$ cat config.mk
export PLATFORM = sky130hd
export DESIGN_NAME = hazard_scoreboard
export DESIGN_NICKNAME = d
export VERILOG_FILES = /design/src/rtl/hazard_scoreboard.sv
export SDC_FILE = /design/constraint.sdc
export NUM_CORES = 1
export LEC_CHECK = 0
export ABC_AREA = 1
export ABC_CLOCK_PERIOD_IN_PS = 3080
export CORE_MARGIN = 1.5
export CORE_UTILIZATION = 44
export CTS_CLUSTER_DIAMETER = 80
export DETAILED_ROUTE_END_ITERATION = 6
export GPL_ROUTABILITY_DRIVEN = 0
export PLACE_DENSITY = 0.72
export SLEW_MARGIN = 20
export SYNTH_ARGS = -nofsm -noshare
export SYNTH_HDL_FRONTEND = slang
export SYNTH_SLANG_ARGS = --single-unit
$ cat constraint.sdc
create_clock -name clk -period 3.08 [get_ports clk]
set_clock_uncertainty 0.1 [all_clocks]
set_input_delay 0.308 -clock clk [delete_from_list [all_inputs] [get_ports clk]]
set_output_delay 0.308 -clock clk [all_outputs]
set_load 0.01 [all_outputs]
$ cat src/rtl/hazard_scoreboard.sv
// Decode hazard scoreboard: per-register writeback countdown, stall on pending sources; HAZARD_FWD_EN limits stalls to load-use.
// stall/busy combinational same cycle, scoreboard and stall_cnt update next clk; stall holds decode, nothing issues.
module hazard_scoreboard #(
   parameter int REG_ADDR_W  = 3,
   parameter int WB_LAT      = 3,
   parameter int STALL_CNT_W = 16
) (
   input  logic                   clk,
   input  logic                   rst,
   input  logic                   valid,
   input  logic [REG_ADDR_W-1:0]  rs,
   input  logic                   rs_read,
   input  logic [REG_ADDR_W-1:0]  rt,
   input  logic                   rt_read,
   input  logic [REG_ADDR_W-1:0]  rd,
   input  logic                   rd_write,
   input  logic                   rd_load,
   input  logic                   flush,
   output logic                   stall,
   output logic                   busy,
   output logic [STALL_CNT_W-1:0] stall_cnt
);

   localparam int NREG = 1 << REG_ADDR_W;
   localparam int CW   = $clog2(WB_LAT + 1);
   localparam logic [CW-1:0] LAT = CW'(WB_LAT);

   logic [CW-1:0]          cnt_q [NREG];
   logic [CW-1:0]          cnt_d [NREG];
   logic [STALL_CNT_W-1:0] stall_cnt_q, stall_cnt_d;
   logic                   haz_rs, haz_rt, issue;

`ifdef HAZARD_FWD_EN
   logic [NREG-1:0] ld_q, ld_d;

   // Only the cycle right after a load issues lacks forwardable data.
   always_comb begin
      haz_rs = ld_q[rs] && (cnt_q[rs] == LAT);
      haz_rt = ld_q[rt] && (cnt_q[rt] == LAT);
   end
`else
   logic unused_rd_load;
   assign unused_rd_load = rd_load;

   // The final count (1) is the register-file write cycle; decode reads it through the write-through path.
   always_comb begin
      haz_rs = cnt_q[rs] > CW'(1);
      haz_rt = cnt_q[rt] > CW'(1);
   end
`endif

   assign stall = valid && !flush && ((rs_read && haz_rs) || (rt_read && haz_rt));
   assign issue = valid && !flush && !stall && !rst;

   always_comb begin
      busy = 1'b0;
      for (int i = 0; i < NREG; i++) begin
         busy     = busy || (cnt_q[i] != '0);
         cnt_d[i] = (cnt_q[i] != '0) ? cnt_q[i] - CW'(1) : '0;
      end
      if (issue && rd_write) begin
         cnt_d[rd] = LAT;
      end
   end

`ifdef HAZARD_FWD_EN
   always_comb begin
      ld_d = '0;
      for (int i = 0; i < NREG; i++) begin
         ld_d[i] = (cnt_q[i] > CW'(1)) ? ld_q[i] : 1'b0;
      end
      if (issue && rd_write) begin
         ld_d[rd] = rd_load;
      end
   end
`endif

   always_comb begin
      stall_cnt_d = stall_cnt_q;
      if (stall && !(&stall_cnt_q)) begin
         stall_cnt_d = stall_cnt_q + STALL_CNT_W'(1);
      end
   end

   always_ff @(posedge clk) begin
      if (rst) begin
         for (int i = 0; i < NREG; i++) begin
            cnt_q[i] <= '0;
         end
         stall_cnt_q <= '0;
`ifdef HAZARD_FWD_EN
         ld_q <= '0;
`endif
      end else begin
         for (int i = 0; i < NREG; i++) begin
            cnt_q[i] <= cnt_d[i];
         end
         stall_cnt_q <= stall_cnt_d;
`ifdef HAZARD_FWD_EN
         ld_q <= ld_d;
`endif
      end
   end

   assign stall_cnt = stall_cnt_q;

endmodule

==> qor.csv <==
stage;metric;value;unit
layout;Storage cell area;641;um2
worst_setup_path;crit start category;input pin;
layout;# diodes;0;
global_route;grt ovf;0;
cts;Post CTS Setup Buffer Count;0;
layout;layout cells sized above 1;0.0924;
floorplan;Core Rows;25;
min_path;class of the worst hold path;reg2reg;
power_and_ir_drop;peak supply drop;0.193;mV
worst_setup_path;crit path launch;rt[0];
worst_setup_path;endpoint class of the critical path;primary output;
synthesis;post-synth design cell area;2140;um2
layout;nets;385;
route;post-DR vias/cell;5.38;
worst_setup_path;CP endpoint;stall;
route;routed via count;2272;
floorplan;Die Width;72.8;um
worst_setup_path;Crit path required time;2670;ps
floorplan;num ports;35;
worst_setup_path;reg2reg setup slack;1060;ps
synthesis;Synth Area in Compound Gates;0.103;
cts;CTS buffer count;5;
worst_setup_path;WP buf/inv;4;
sta;RSZ-0062 raised after global routing;false;
worst_setup_path;R2R cell count;7;
global_route;initial antenna violation count;0;
power_and_ir_drop;total leakage power;1.12;nW
synthesis;Synth area leader;dfxtp_1;
synthesis;largest cells by area after synthesis;dfxtp_1 (30%), nand2_1 (17%), nand3_1 (9.8%);
cts;Clock Tree Root;clkbuf_8;
synthesis;synth unique cells;30;
synthesis;number of synthesized flops with an enable pin;0;
floorplan;die height;72.8;um
sta;fmax;396;MHz
worst_setup_path;WP depth;10;
synthesis;largest family of logic cells by synthesized area;simple AND/OR/NAND/NOR gates;
cts;Worst-path clk slew;70;ps
cts;hold_buf cts;0;
place;port bufs;33;
synthesis;Syn Area/Cell;6.41;um2
worst_setup_path;Setup CP Type;in2out;
synthesis;commonest register cell after synthesis;dfxtp_1;
cts;H-tree levels;2;
layout;Fillers;463;
global_route;vias in the first global route;1958;
layout;area of the multi-input gates;1270;um2
route;drt first-iter violations;176;
synthesis;area share of the largest cell type after synthesis;0.299;
synthesis;XOR/XNOR Fraction of Synth Area;0.0286;
sta;worst-margin pin slew;448;ps
sta;period utilization;0.819;
sta;Pins Over Slew Limit;0;
worst_setup_path;Worst Path Arrival;2120;ps
sta;Slew Limit Headroom;0.701;
layout;post-layout util;0.559;
floorplan;Core Region;4690;um2
worst_setup_path;Critical R2R Capture;stall_cnt[11];
synthesis;Cells after Synth;334;
synthesis;top-count cell post-synth;nand2_1;
route;Residual DRC;0;
cts;clock sink count;32;
synthesis;synth cell count leaders;nand2_1 (96), nand3_1 (42), inv_1 (38), dfxtp_1 (32), nor2_1 (29);
worst_setup_path;Critical Path Max Stage Delay;560;ps
route;drt wl/cell;12.7;um
cts;Skew-Pair Late Insertion Delay;290;ps
sta;min Tclk post-route;2520;ps
global_route;first-pass GRT wire length;8.96;mm
route;antenna violation net count after detailed routing;0;
route;Total Wirelength;5.35;mm
layout;Syn-to-layout area delta;22.4;%
worst_setup_path;crit-path max FO;18;
sta;Final Hold Viols;0;
place;hpwl dp;3.70;mm
synthesis;number of synthesized register bits;32;
global_route;largest net degree at the start of global routing;31;
synthesis;simple-gate area share of the yosys netlist;0.457;
cts;Post-CTS Resized;0;
synthesis;multiplexer share of the synthesized area;0;
cts;CTS tree;built;
synthesis;Post-Synth Adder-Cell Area;0.00584;
synthesis;Mapped Nets;352;
power_and_ir_drop;PwrDens;373;nW/um2
run_status;status;finished clean;
synthesis;post-synthesis async set-or-reset flop share;0;
run;Max Cap Viol;0;
worst_setup_path;crit-path cells;clkdlybuf4s50_1 > inv_2 > nand2_1 > nand3_1 > nand3_1 > nand3_2 > nand2_4 > inv_4 > nor2_1 > clkdlybuf4s50_1;
floorplan;Initial Utilization;0.456;
worst_setup_path;crit-path leading delay family;buffers and inverters;
global_route;GRT Total Usage;0.216;
route;DR pass1 iterations;4;
sta;Fin Setup TNS;0;ps
worst_setup_path;Crit Reg-Reg Startpoint;stall_cnt[0];
worst_setup_path;Critical-path top delay cell;clkdlybuf4s50_1;
cts;maximum buffer depth of the clock tree;2;
sta;# setup viols final;0;
synthesis;sequential area share after synthesis;0.299;
synthesis;Synth Warn #;0;
sta;hold slack final;402;ps
floorplan;Die ar.;5290;um2
## kinds of logic after synthesis
family / count (synthesis)
adder cells (fa/ha/maj): 1
XOR/XNOR: 7
buffers and inverters: 52
AO/OA/AOI/OAI: 38
flip-flops: 32
AND/OR/NAND/NOR: 204
## worst register-to-register path: stages (launching register included)
cell	delay, ps
dfxtp_1	390
ha_1	250
nand3_1	200
nor2_4	220
nand4_4	260
nand3_4	290
nand2_1	80
a21oi_1	160
## power breakdown
group | total [mW] | internal, mW | switching (mW)
clock network | 0.451 | 0.286 | 0.165
logic | 0.108 | 0.0421 | 0.0662
registers | 0.418 | 0.416 | 0.00220
## stage by stage
stage          power, mW  instances  area [um2]  setup WS (ps)
2_1_floorplan      0.493        334        2140           1380
3_3_place_gp       0.534        414        2490            531
3_5_place_dp       0.535        414        2490            545
4_1_cts            0.982        422        2620            526
5_1_grt             1.01        422        2620            389
6_report           0.977        422        2620            556
## cell usage in the layout, fill, tap and decap left out
cell             instances
o21ai_0                  9
a21oi_1                 20
xnor2_1                  3
nand3_4                  1
inv_1                   38
a31oi_1                  1
nor3_2                   1
dfxtp_1                 32
nand2_4                  2
buf_4                    3
and2_1                   2
ha_1                     1
nand4_1                 17
inv_4                    1
xor2_1                   4
nor4_1                   4
nand4_4                  1
bufinv_16                1
nand2_1                 96
a21oi_2                  8
clkbuf_8                 7
nand3_1                 42
nor2_4                   4
nand3_2                  1
nand3b_1                 3
nor2_1                  29
nand2_2                  1
clkdlybuf4s50_1         33
inv_2                    3
## metal layers
metal  up-vias  global-route usage  routed length (um)
li1       1155                   -                   -
met1      1035               0.307                2650
met2        73               0.323                2290
met3         9              0.0428                 346
met4         0              0.0755                  65
met5         -                   0                   0
## state kept, by name (all words and copies together), names as in the netlist
| signal | count |
|---|---|
| cnt_q | 16 |
| stall_cnt | 16 |
## worst min path at each step
stage,startpoint,to,slack (ps),cells past startpoint
2_1_floorplan,rst,stall_cnt[1],380,3
3_3_place_gp,stall_cnt[15],stall_cnt[15],390,2
3_5_place_dp,stall_cnt[15],stall_cnt[15],390,2
4_1_cts,stall_cnt[15],stall_cnt[15],400,2
5_1_grt,stall_cnt[15],stall_cnt[15],440,2
6_report,stall_cnt[15],stall_cnt[15],400,2
## layout make-up
class / count / share of cell area
Clock buffer: 7 / 0.0368
Inverter: 42 / 0.0611
Clock inverter: 1 / 0.0115
Tap cell: 54 / 0.0258
Multi-Input combinational cell: 250 / 0.486
Sequential cell: 32 / 0.244
Timing Repair Buffer: 36 / 0.135
Note: power is estimated with default switching activity, not from simulation.
